File: src/rtl/iir_sample_feeder.sv
// iir_sample_feeder: FIFO-buffered sample pacer that feeds x/a to an IIR filter once per rate period.
module iir_sample_feeder #(
  parameter int DATA_W = 4,
  parameter int DEPTH  = 4,
  parameter int RATE_W = 4
) (
  input  logic                       clk,
  input  logic                       rst,
  input  logic [DATA_W-1:0]          in_data,
  input  logic                       in_valid,
  output logic                       in_ready,
  input  logic [DATA_W-1:0]          coef_in,
  input  logic                       coef_load,
  input  logic [RATE_W-1:0]          rate,
  output logic [DATA_W-1:0]          x,
  output logic [DATA_W-1:0]          a,
  output logic                       x_strobe,
  output logic                       underrun,
  output logic [$clog2(DEPTH):0]     fill
);
  localparam int AW = $clog2(DEPTH);
  localparam int FW = AW + 1;
  logic [DATA_W-1:0] mem [DEPTH];
  logic [AW-1:0]     head, tail;
  logic [RATE_W-1:0] cnt, rate_q;
  logic [DATA_W-1:0] shadow;
  logic              started, tick, push, pop;
  always_comb begin
    in_ready = fill < FW'(DEPTH);
    tick     = started && cnt == rate_q;
    push     = in_valid && in_ready;
    pop      = tick && fill != '0;
  end
  // started marks the first edge after release, where rate is sampled without ticking
  always_ff @(posedge clk or negedge rst) begin
    if (!rst) begin
      started  <= 1'b0;
      cnt      <= '0;
      rate_q   <= '0;
      x        <= '0;
      a        <= '0;
      shadow   <= '0;
      x_strobe <= 1'b0;
      underrun <= 1'b0;
      head     <= '0;
      tail     <= '0;
      fill     <= '0;
    end else begin
      started  <= 1'b1;
      cnt      <= (!started || tick) ? '0 : cnt + 1'b1;
      rate_q   <= (!started || tick) ? rate : rate_q;
      x_strobe <= pop;
      underrun <= tick && fill == '0;
      a        <= tick ? shadow : a;
      shadow   <= coef_load ? coef_in : shadow;
      x        <= pop ? mem[head] : x;
      head     <= pop ? head + 1'b1 : head;
      tail     <= push ? tail + 1'b1 : tail;
      fill     <= fill + FW'(push) - FW'(pop);
    end
  end
  always_ff @(posedge clk) begin
    if (push) mem[tail] <= in_data;
  end
endmodule

File: config.mk
export PLATFORM = sky130hd
export DESIGN_NAME = iir_sample_feeder
export DESIGN_NICKNAME = d
export VERILOG_FILES = /design/src/rtl/iir_sample_feeder.sv
export SDC_FILE = /design/constraint.sdc
export NUM_CORES = 1
export LEC_CHECK = 0
export CORE_MARGIN = 2
export CORE_UTILIZATION = 25
export DETAILED_ROUTE_END_ITERATION = 7
export GPL_TIMING_DRIVEN = 0
export SYNTH_ARGS = -nofsm -noshare
export SYNTH_HDL_FRONTEND = slang
export SYNTH_SLANG_ARGS = --single-unit
export TNS_END_PERCENT = 10
File: constraint.sdc
create_clock -name clk -period 3 [get_ports clk]
set_input_delay 0.3 -clock clk [delete_from_list [all_inputs] [get_ports clk]]
set_output_delay 0.3 -clock clk [all_outputs]
set_load 0.005 [all_outputs]
# Word level (Yosys, flattened, before mapping)
# Memories as Yosys holds them, arrays and structs flattened. A register that Yosys moved wholly into a read port is not among the register bits.
# Index checks and enable logic that the tools add are counted.
[totals] wordCells=30 in_bits=16 out_inout_bits=14 regBits=26 ram_bits=16 memories=1
[memory_table] memory="mem" depth=4 word_bits=4 rd=1 rd_clocked_by_memory_dff=1 write_ports=1 line_no="23" rtl="logic [DATA_W-1:0] mem [DEPTH];"
[op_classes] addsub=5 n_eq_ne=1 reduce_logical=9 n_mux=3 n_lt_le_gt_ge=1
[ops] op="adder 2 x 1 -> 2 bit, second input constant" count=2
[ops] op="adder 4 x 1 -> 4 bit, second input constant" count=1
[ops] op="equality test 4 bit" count=1
[ops] op="logical AND 1 bit" count=4
[ops] op="two-way mux 4 bit" count=1
[ops] op="adder 3 x 1 -> 3 bit" count=1
[ops] op="logical NOT 3 bit" count=1
[ops] op="less-than comparator 3 bit, second input constant" count=1
[ops] op="nonzero test 3 bit" count=1
[ops] op="subtractor 3 x 1 -> 3 bit" count=1
[ops] op="logical NOT 1 bit" count=2
[ops] op="two-way mux 1 bit" count=2
[ops] op="logical OR 1 bit" count=1

# Longest topological paths before layout
# Gate-level depths: netlist of the first run.
[logic_depth] word_depth=4 ltp_mapped=9 depth_no_buf=9

# Worst setup path after synthesis of the first run
# No wires, ideal clock.
[synth_path] path_kind="reg2reg" startpoint="register fill[2]" endpoint="register fill[2]" path_slack_ps=825 path_buffers=0 required_time_ps=2877 stages_incl_launch_ff=10 period_less_slack_ps=2175 arrival_time_ps=2052 setup_ps=123 path_cell_list="dfrtp_1 > or3_1 > nand2_1 > nor2_2 > ha_1 > inv_1 > ha_1 > fa_1 > xnor2_1 > xnor2_1"
[synth_via] word_cells_on_any_way=6 cone_classes="add/sub (2); order compare (1); reduce/logical (3)"
[synth_lines] element="start, declared" line_no="19" rtl="output logic [$clog2(DEPTH):0] fill"
[synth_lines] element="start signal, assigned" line_no="59" rtl="fill <= fill + FW'(push) - FW'(pop);"
[synth_lines] element="nonzero test 3 bit" line_no="32" rtl="pop = tick && fill != '0;"
[synth_lines] element="logical AND 1 bit" line_no="32"
[synth_lines] element="via pop" line_no="27" rtl="logic started, tick, push, pop;"
[synth_lines] element="subtractor 3 x 1 -> 3 bit" line_no="59"
# The timed path passes the listed nets, and every way through them passes these cells.
# A chain may end at the register's enable or synchronous reset.

# Worst setup path in the final report of the first run
[layout_path] startpoint="register cnt[0]" endpoint="register fill[2]"
[layout_via] elab_chain_cells=4
[layout_lines] element="start, declared" line_no="25" rtl="logic [RATE_W-1:0] cnt, rate_q;"
[layout_lines] element="start signal, assigned" line_no="50" rtl="cnt <= (!started || tick) ? '0 : cnt + 1'b1;"
[layout_lines] element="equality test 4 bit" line_no="30" rtl="tick = started && cnt == rate_q;"
[layout_lines] element="logical AND 1 bit" line_no="30"
[layout_lines] element="logical AND 1 bit" line_no="32"
[layout_lines] element="via pop" line_no="27"
[layout_lines] element="subtractor 3 x 1 -> 3 bit" line_no="59"
# The timed path passes the listed nets, and every way through them passes these cells.

==> summary.txt, run 1 <==
Logic synthesis
  – Synth top area cells: dfrtp_1, edfxtp_1, mux2_2
  – Cell taking the most area after synthesis: dfrtp_1
  – Netlist cell types: 24
  – Yosys top cell area share: 39.8%
  – Sequential area share after synthesis: 65.3%
  – Syn Nets: 142
  – Number of synthesized register bits: 46
  – Synth Cell Area: 1890 um2
  – Synth Area per Inst: 16.0 um2
  – Synth Instances: 118
  – Ys Warns: 0

Die
  – Core ar.: 7290 um2
  – Die area: 8260 um2
  – Initial Util: 25.9%
  – Die height: 90.9 um
  – Die Wd: 90.9 um
  – # IOs: 30
  – Rows: 31

Pwr
  – Worst vdd ir: 0.304 mV
  – Leak Pwr: 0.963 nW
  – Pwr Density: 775 nW/um2
  – Pwr Total: 1.84 mW

Worst hold path
  – Hold crit path type: primary input to asynchronous set/reset pin

Place
  – Placed Instance Area: 2300 um2
  – Final HPWL DP: 2180 um
  – # placed instances: 246
  – Number of I/O port buffers: 29
  – Dpl ws: 463 ps
  – GP Congestion: 0.685

STA
  – Min Tclk post-route: 2450 ps
  – Hold_ws: 38.7 ps
  – Rel. slew slack: 55.2%
  – F_max: 409 MHz
  – RSZ-0062 raised after global routing: no
  – Crit share post-route: 81.5%
  – Final setup vio count: 0
  – Setup WS post-layout: 554 ps
  – Setup TNS after final layout: 0 ps
  – Fin Clk Skew: 8.25 ps
  – Slew Viols, Final: 0
  – Final Hold Fails: 0
  – Worst slew pin tran: 672 ps

Worst setup path
  – FF-to-FF End: fill[2]
  – Delay-heaviest family, CP: adder cells
  – CP Capture Point: fill[2]
  – Worst path depth: 9
  – Crit path arrival time: 2650 ps
  – Worst Setup SP: cnt[0]
  – CP dominant cell by count: xnor2_1
  – Worst-case reg-to-reg path depth: 9
  – Crit-path max FO: 7
  – Worst reg2reg startpoint: cnt[0]
  – Crit path required time: 3210 ps
  – Worst path bufs/invs: 1
  – R2R setup slack: 550 ps
  – Crit path cell chain: xnor2_1, nand4_2, nor2_2, ha_1, inv_1, ha_1, fa_1, xnor2_1, xnor2_1
  – Critical path class: flip-flop to flip-flop
  – CP max stage delay: 430 ps
  – Startpoint types: flip-flop
  – Slowest-stage cell, CP: dfrtp_1
  – Critical Path End Type: flip-flop

Routing
  – DRC violations left: 0
  – Routed vias: 973
  – WL per Instance: 11.9 um
  – Vias per inst: 3.83
  – Detail Route Antenna Nets: 0
  – Drt first pass iters: 4
  – 1st-iter DRT viols: 33
  – WL final: 3020 um

Clock tree
  – Deepest clock path buffer count: 2
  – Clock root buffer: clkbuf_8
  – Clk Latency, worst-skew pair: 290 ps
  – Post-cts sizing count: 0
  – Clock sink count: 46
  – Htree depth: 2
  – Cts hold-fix bufs: 0
  – CTS buffer count: 5
  – CTS tree: done
  – Post-CTS Setup Inserts: 0
  – Clock-pin slew on the worst setup and hold paths: 80 ps

Finish
  – Nets: 178
  – Fraction of layout cells with a size suffix above 1: 18.7%
  – N_diodes: 0
  – Fill cells: 756
  – Syn-to-layout area delta: 25.9%
  – Non-filler cells, final: 254
  – Fin util: 32.6%
  – Final instance area: 2380 um2

Job
  – Max_cap viols: 0

Global routing
  – Tot GR Track Use: 8.04%
  – Initial antenna violation count: 0
  – GRT Residual Overflow: 0
  – Pin count of the biggest net entering global routing: 31
  – Vias in the first global route: 1,062
  – First-pass GRT wire length: 5070 um

Status
  – Status: finished clean
-- cell families after synthesis --
family / share of synthesized area (%)
DFF: 65.3
muxes: 15.1
and+or+nand+nor: 5.77
xor gates and xnor gates: 5.11
buffers and inverters: 2.59
adders and majority gates: 5.70
other: 0.199
AOI/OAI and AO/OA: 0.265
-- cell type report --
class | instances | area (um2) | share of cell area (%)
clock buffer | 8 | 80.1 | 3.37
multi-input combinational | 61 | 607 | 25.5
buffer | 3 | 18.8 | 0.790
timing repair buffer | 29 | 285 | 12.0
inverter | 8 | 30.0 | 1.26
tap | 99 | 124 | 5.21
sequential | 46 | 1230 | 51.8
-- registers in the layout, indices dropped and copies added, names as in the netlist --
register and cells:
mem 16, a 4, cnt 4, rate_q 4
shadow 4, x 4, fill 3, head 2
tail 2, started 1, underrun 1, x_strobe 1
-- worst reg2reg max path, cell delays in order, from the launching register on --
cell	delay [ps]
dfrtp_1	430
xnor2_1	190
nand4_2	190
nor2_2	410
ha_1	190
inv_1	40
ha_1	180
fa_1	380
xnor2_1	200
xnor2_1	150
-- worst min-delay path by stage --
| stage | to | depth (start not counted) | from |
|---|---|---|---|
| final | rate_q[3] | 1 | rst |
| after global routing | rate_q[3] | 1 | rst |
| after CTS | rate_q[3] | 1 | rst |
| after detailed placement | rate_q[3] | 1 | rst |
| after global placement | a[0] | 1 | shadow[0] |
| after floorplan | a[0] | 0 | rst |
-- routing by layer --
layer / track usage [%] / routed length, um / vias to the layer above
li1: - / - / 476
met1: 9.53 / 1320 / 473
met5: 0 / 0 / -
met2: 13.0 / 1510 / 19
met3: 2.92 / 118 / 5
met4: 3.79 / 69 / 0
-- cell usage in the layout (no fill, tap or decap), types with 2 or more instances in the layout --
cell type         n
nand2_1           3
ha_1              7
clkbuf_8          5
clkbuf_1          5
dfrtp_1          30
edfxtp_1         16
and2_1            4
xnor2_1           8
nand3_1           2
xor2_1            3
inv_1             8
mux2_2           12
mux2_4            4
nor2_1            5
mux4_2            4
clkdlybuf4s50_1  28
-- Yosys cell counts --
cell,number
mux2_4,4
fa_1,1
nor2b_1,1
mux4_2,4
ha_1,7
nand4_2,1
buf_6,1
inv_1,8
dfrtp_1,30
xor2_1,3
o21ai_0,1
or3_1,1
nor2_1,5
nor2_2,1
mux2_2,12
edfxtp_1,16
and2_1,4
and3_1,1
or2_1,1
nand3_1,2
conb_1,1
nand2_1,3
xnor2_1,8
clkbuf_1,2
-- where the power goes --
part / leakage [nW] / internal, mW / total (mW) / switching (mW)
clock: 0.0395 / 0.166 / 0.349 / 0.183
sequential: 0.512 / 0.808 / 0.906 / 0.0978
combinational: 0.411 / 0.367 / 0.587 / 0.220
Note: power is estimated with default switching activity, not from simulation.
==> run 2: changes to the inputs <==
==> constraint.sdc (replaced) <==
create_clock -name clk -period 2.1 [get_ports clk]
set_input_delay 0.21 -clock clk [delete_from_list [all_inputs] [get_ports clk]]
set_output_delay 0.21 -clock clk [all_outputs]
set_load 0.005 [all_outputs]
==> summary.txt, run 2 (same netlist as run 1, synthesis figures left out) <==
STA
  – Slew Viols, Final: 0 (unchanged)
  – Rel. slew slack: 53.5% (was 55.2%)
  – Final Hold Fails: 0 (unchanged)
  – Min Tclk post-route: 2070 ps (was 2450 ps)
  – Fin Clk Skew: 1.87 ps (was 8.25 ps)
  – Final setup vio count: 0 (unchanged)
  – Worst slew pin tran: 698 ps (was 672 ps)
  – Setup WS post-layout: 28.3 ps (was 554 ps)
  – F_max: 483 MHz (was 409 MHz)
  – Crit share post-route: 98.7% (was 81.5%)
  – RSZ-0062 raised after global routing: yes (was no)

Die
  – Rows: 31 (unchanged)
  – Initial Util: 25.9% (unchanged)
  – Die Wd: 90.9 um (unchanged)
  – Die height: 90.9 um (unchanged)
  – # IOs: 30 (unchanged)
  – Core ar.: 7290 um2 (unchanged)
  – Die area: 8260 um2 (unchanged)

Worst setup path
  – Crit path required time: 2280 ps (was 3210 ps)
  – Critical path class: flip-flop to flip-flop (unchanged)
  – R2R setup slack: 30 ps (was 550 ps)
  – Crit path arrival time: 2250 ps (was 2650 ps)
  – Worst reg2reg startpoint: fill[0] (was cnt[0])
  – FF-to-FF End: fill[2] (unchanged)
  – Delay-heaviest family, CP: adder cells (unchanged)
  – Startpoint types: flip-flop (unchanged)
  – Worst-case reg-to-reg path depth: 9 (unchanged)
  – Crit path cell chain: or3_4, nand2_4, nor2_4, ha_4, inv_2, ha_4, fa_2, xnor2_2, xnor2_1 (was xnor2_1, nand4_2, nor2_2, ha_1, inv_1, ha_1, fa_1, xnor2_1, xnor2_1)
  – Critical Path End Type: flip-flop (unchanged)
  – CP dominant cell by count: ha_4 (was xnor2_1)
  – Worst path depth: 9 (unchanged)
  – Worst path bufs/invs: 1 (unchanged)
  – CP max stage delay: 410 ps (was 430 ps)
  – Slowest-stage cell, CP: or3_4 (was dfrtp_1)
  – Crit-path max FO: 2 (was 7)

Pwr
  – NetSw: 0.775 mW (was 0.501 mW)
  – Pwr Total: 2.80 mW (was 1.84 mW)
  – Comb pwr share: 35.8% (was 31.9%)
  – Sequential Power Share: 45.9% (was 49.2%)
  – Leak Pwr: 1.03 nW (was 0.963 nW)
  – Sw Ratio: 27.6% (was 27.2%)
  – Clock power share: 18.3% (was 18.9%)
  – Pwr Density: 1110 nW/um2 (was 775 nW/um2)
  – Pint: 2.03 mW (was 1.34 mW)
  – Worst vdd ir: 0.548 mV (was 0.304 mV)

Routing
  – DRC violations left: 0 (unchanged)
  – WL final: 3160 um (was 3020 um)
  – 1st-iter DRT viols: 30 (was 33)
  – Vias per inst: 3.87 (was 3.83)
  – Routed vias: 1,026 (was 973)
  – Detail Route Antenna Nets: 0 (unchanged)
  – Drt first pass iters: 2 (was 4)
  – WL per Instance: 11.9 um (about the same)

Clock tree
  – Clock sink count: 46 (unchanged)
  – Htree depth: 2 (unchanged)
  – CTS tree: done (unchanged)
  – Clock root buffer: clkbuf_8 (unchanged)
  – CTS buffer count: 5 (unchanged)
  – Deepest clock path buffer count: 2 (unchanged)
  – Clock-pin slew on the worst setup and hold paths: 80 ps (about the same)
  – Clk Latency, worst-skew pair: 290 ps (about the same)

Worst hold path
  – Worst hold path endpoint: cnt[0]
  – Hold path depth: 1
  – Hold_sp: cnt[0]
  – Hold crit path type: flip-flop to flip-flop (was primary input to asynchronous set/reset pin)

Job
  – Max_cap viols: 0 (unchanged)

Finish
  – Nets: 189 (was 178)
  – Most frequent cells in the layout: dfrtp_1, clkdlybuf4s50_1, edfxtp_1 (unchanged)
  – Syn-to-layout area delta: 34.1% (was 25.9%)
  – Final instance area: 2530 um2 (was 2380 um2)
  – N_diodes: 0 (unchanged)
  – Fin util: 34.7% (was 32.6%)
  – Most common cell after layout, fill and taps aside: dfrtp_1 (unchanged)
  – Max reg flops: 16 (unchanged)
  – Reg with most FFs: mem (unchanged)
  – Fraction of layout cells with a size suffix above 1: 29.5% (was 18.7%)

Global routing
  – First-pass GRT wire length: 5200 um (was 5070 um)
  – Pin count of the biggest net entering global routing: 31 (unchanged)
  – GRT Residual Overflow: 0 (unchanged)
  – Initial antenna violation count: 0 (unchanged)
  – Tot GR Track Use: 8.22% (was 8.04%)
  – Vias in the first global route: 1,049 (was 1,062)

Place
  – Dpl ws: -267 ps (was 463 ps)
  – Final HPWL DP: 2200 um (was 2180 um)
  – Placed Instance Area: 2310 um2 (was 2300 um2)
  – Number of I/O port buffers: 29 (unchanged)
  – GP Congestion: 0.653 (was 0.685)

Status
  – Status: finished clean (unchanged)
run 2: final cells by class:
| class | instances | area, um2 |
|---|---|---|
| Sequential cell | 46 | 1230 |
| Timing Repair Buffer | 40 | 370 |
| Tap cell | 99 | 124 |
| Buffer | 3 | 20.0 |
| Inverter | 8 | 30.0 |
| Multi-Input combinational cell | 61 | 674 |
| Fill cell | 763 | 4760 |
| Clock buffer | 8 | 80.1 |
run 2: worst max-delay path by stage:
| stage | slack (ps) | end | start |
|---|---|---|---|
| after floorplan | 2 | fill[2] | fill[1] |
| after global placement | -260 | fill[2] | in_valid |
| after detailed placement | -270 | fill[2] | in_valid |
| after CTS | -30 | fill[2] | fill[1] |
| after global routing | -50 | fill[2] | fill[0] |
| final | 30 | fill[2] | fill[0] |
run 2: power groups by stage:
stage / registers, mW / logic, mW / clock network (mW)
CTS: 1.29 / 0.996 / 0.536
global route: 1.32 / 1.12 / 0.578
finish: 1.29 / 1.00 / 0.512
global placement: 1.32 / 0.846 / 0
floorplan: 1.30 / 0.493 / 0
detailed placement: 1.33 / 0.865 / 0
run 2: through the flow:
step	TNS, ps	cells	hold WS [ps]
floorplan	0	118	-85.6
global placement	-356	246	483
detailed placement	-355	246	294
CTS	-28.4	260	511
global route	-46.9	265	497
finish	0	265	472
run 2: worst register-to-register path, delay by kind of cell (launching register included):
family | cells | cell delay (ps)
DFF | 1 | 380
adders and majority gates | 3 | 740
xor gates and xnor gates | 2 | 280
and+or+nand+nor | 3 | 530
buffers and inverters | 1 | 40
run 2: what timing repair did:
action | in CTS | in global routing
pin swaps | 6 | 7
resized for setup | 7 | 2
buffers inserted | 5 | 5
hold endpoints to repair | 30 | 0
hold buffers | 1 | 0
cloned | 0 | 0
endpoints found under the setup margin | 2 | 1
run 2: routing by layer:
metal	part of all wire, %	global-route usage (%)	up-vias
met3	3.4	2.50	8
met2	45	12.1	20
met5	0	0	-
met4	2.1	3.79	0
met1	49	11.1	502
li1	-	-	496
==> run 3: changes to the inputs <==
--- a/config.mk
+++ b/config.mk
@@ -5,10 +5,13 @@
 export SDC_FILE = /design/constraint.sdc
 export NUM_CORES = 1
 export LEC_CHECK = 0
+export CELL_PAD_IN_SITES_DETAIL_PLACEMENT = 1
+export CELL_PAD_IN_SITES_GLOBAL_PLACEMENT = 1
 export CORE_MARGIN = 2
 export CORE_UTILIZATION = 25
 export DETAILED_ROUTE_END_ITERATION = 7
 export GPL_TIMING_DRIVEN = 0
+export PLACE_DENSITY_LB_ADDON = 0.1
 export SYNTH_ARGS = -nofsm -noshare
 export SYNTH_HDL_FRONTEND = slang
 export SYNTH_SLANG_ARGS = --single-unit
==> summary.txt, run 3 (same netlist as run 1, synthesis figures left out) <==
Status
  – Status: finished clean (unchanged)

STA
  – Worst slew pin tran: 685 ps (was 698 ps)
  – Fin Clk Skew: 7.10 ps (was 1.87 ps)
  – Final setup vio count: 0 (unchanged)
  – RSZ-0062 raised after global routing: yes (unchanged)
  – Slew Viols, Final: 0 (unchanged)
  – F_max: 485 MHz (was 483 MHz)
  – Rel. slew slack: 54.3% (was 53.5%)
  – Crit share post-route: 98.3% (was 98.7%)
  – Hold_ws: 488 ps (was 472 ps)
  – Min Tclk post-route: 2060 ps (was 2070 ps)
  – Final Hold Fails: 0 (unchanged)

Die
  – Initial Util: 25.9% (unchanged)
  – Die height: 90.9 um (unchanged)
  – # IOs: 30 (unchanged)
  – Die area: 8260 um2 (unchanged)
  – Die Wd: 90.9 um (unchanged)
  – Rows: 31 (unchanged)
  – Core ar.: 7290 um2 (unchanged)

Routing
  – Detail Route Antenna Nets: 0 (unchanged)
  – Vias per inst: 3.96 (was 3.87)
  – 1st-iter DRT viols: 0 (was 30)
  – WL per Instance: 13.2 um (was 11.9 um)
  – Uppermost layer routed: met4 (unchanged)
  – WL final: 3470 um (was 3160 um)
  – Met1 wire length: 1540 um (was 1560 um)
  – Routed vias: 1,041 (was 1,026)
  – DRC violations left: 0 (unchanged)
  – Drt first pass iters: 1 (was 2)
  – WL met2: 1700 um (was 1430 um)
  – Detail Route met3 WL: 172 um (was 108 um)

Worst setup path
  – Crit path required time: 2290 ps (was 2280 ps)
  – R2R setup slack: 40 ps (was 30 ps)
  – Crit-path max FO: 2 (unchanged)
  – Slowest-stage cell, CP: or3_4 (unchanged)
  – Worst path depth: 9 (unchanged)
  – Crit path cell chain: or3_4, nand2_4, nor2_4, ha_4, inv_2, ha_4, fa_2, xnor2_2, xnor2_1 (unchanged)
  – Crit path arrival time: 2260 ps (was 2250 ps)
  – Delay-heaviest family, CP: adder cells (unchanged)
  – CP max stage delay: 410 ps (about the same)
  – Worst reg2reg startpoint: fill[0] (unchanged)
  – FF-to-FF End: fill[2] (unchanged)
  – Worst-case reg-to-reg path depth: 9 (unchanged)
  – CP Capture Point: fill[2] (unchanged)
  – Critical path class: flip-flop to flip-flop (unchanged)
  – Critical Path End Type: flip-flop (unchanged)
  – CP dominant cell by count: ha_4 (unchanged)
  – Worst Setup SP: fill[0] (unchanged)
  – Worst path bufs/invs: 1 (unchanged)
  – Startpoint types: flip-flop (unchanged)

Finish
  – N_diodes: 0 (unchanged)
  – Most frequent cells in the layout: dfrtp_1, clkdlybuf4s50_1, edfxtp_1 (unchanged)
  – Fraction of layout cells with a size suffix above 1: 29.3% (was 29.5%)
  – Max reg flops: 16 (unchanged)
  – Syn-to-layout area delta: 33.5% (was 34.1%)
  – Final instance area: 2520 um2 (was 2530 um2)
  – Nets: 187 (was 189)
  – Reg with most FFs: mem (unchanged)
  – Most common cell after layout, fill and taps aside: dfrtp_1 (unchanged)

Global routing
  – Vias in the first global route: 1,182 (was 1,049)
  – Pin count of the biggest net entering global routing: 31 (unchanged)
  – Tot GR Track Use: 9.19% (was 8.22%)
  – GRT Residual Overflow: 0 (unchanged)
  – Initial antenna violation count: 0 (unchanged)
  – First-pass GRT wire length: 5730 um (was 5200 um)

Clock tree
  – Clk Latency, worst-skew pair: 300 ps (was 290 ps)
  – Deepest clock path buffer count: 2 (unchanged)
  – Clock root buffer: clkbuf_8 (unchanged)
  – CTS tree: done (unchanged)
  – Clock-pin slew on the worst setup and hold paths: 80 ps (about the same)
  – Htree depth: 2 (unchanged)
  – CTS buffer count: 5 (unchanged)
  – Clock sink count: 46 (unchanged)

Pwr
  – NetSw: 0.807 mW (was 0.775 mW)
  – Pwr Density: 1140 nW/um2 (was 1110 nW/um2)
  – Leak Pwr: 1.03 nW (about the same)
  – Sequential Power Share: 44.9% (was 45.9%)
  – Comb pwr share: 35.9% (was 35.8%)
  – Clock power share: 19.3% (was 18.3%)
  – Sw Ratio: 28.1% (was 27.6%)
  – Worst vdd ir: 0.499 mV (was 0.548 mV)
  – Pint: 2.06 mW (was 2.03 mW)

Place
  – Final HPWL DP: 2510 um (was 2200 um)
  – GP Congestion: 0.614 (was 0.653)
  – Number of I/O port buffers: 29 (unchanged)
  – Placed Instance Area: 2320 um2 (was 2310 um2)

Worst hold path
  – Hold crit path type: primary input to asynchronous set/reset pin (was flip-flop to flip-flop)

Job
  – Max_cap viols: 0 (unchanged)
[run 3: layout make-up]
type	count	area (um2)
flip-flops and latches	46	1230
plain buffers	3	20.0
clock buffers	7	86.3
repair buffers	38	355
well taps	99	124
multi-input cells	61	667
fillers	792	4770
clock inverters	1	5.00
inverters	8	30.0
[run 3: through the flow]
| step | std cells | worst slack [ps] | util [%] | power [mW] | TNS (ps) |
|---|---|---|---|---|---|
| after floorplan | 118 | 1.83 | - | 1.79 | 0 |
| after global placement | 246 | -255 | 31.8 | 2.17 | -356 |
| after detailed placement | 246 | -267 | 31.8 | 2.22 | -392 |
| after CTS | 259 | -4.60 | 34.1 | 2.89 | -4.60 |
| after global routing | 263 | -19.7 | 34.5 | 3.07 | -19.7 |
| final | 263 | 36.3 | 34.5 | 2.87 | 0 |
[run 3: worst min path at each step]
stage          startpoint         to  slack [ps]  cells past startpoint
3_5_place_dp         a[0]       a[0]         500                      1
5_1_grt           rate[0]  rate_q[0]         510                      2
6_report              rst       x[3]         490                      2
4_1_cts        coef_in[3]  shadow[3]         510                      2
3_3_place_gp         x[1]       x[1]         490                      1
2_1_floorplan         rst       a[0]         -90                      0
[run 3: timing repair]
item	CTS	global route
pin swaps	7	4
hold buffers	0	1
endpoints found under the setup margin	2	1
setup buffers	5	3
hold endpoints to repair	0	28
gates resized for setup	7	1
[run 3: worst reg2reg max path, cell delays in order, from the launching register on]
cell and delay (ps):
dfrtp_1 380, or3_4 410, nand2_4 70, nor2_4 50, ha_4 260, inv_2 40, ha_4 140, fa_2 340
xnor2_2 150, xnor2_1 120
[run 3: power by group through the flow]
stage,Combinational (mW),Clock (mW),Sequential [mW]
2_1_floorplan,0.493,0,1.30
3_3_place_gp,0.861,0,1.31
3_5_place_dp,0.893,0,1.33
4_1_cts,1.02,0.580,1.29
5_1_grt,1.14,0.610,1.32
6_report,1.03,0.553,1.29
[run 3: routing by layer]
layer / vias up / GRT usage (%)
met2: 21 / 15.1
li1: 490 / -
met4: 0 / 4.17
met5: - / 0
met1: 525 / 10.3
met3: 5 / 3.92
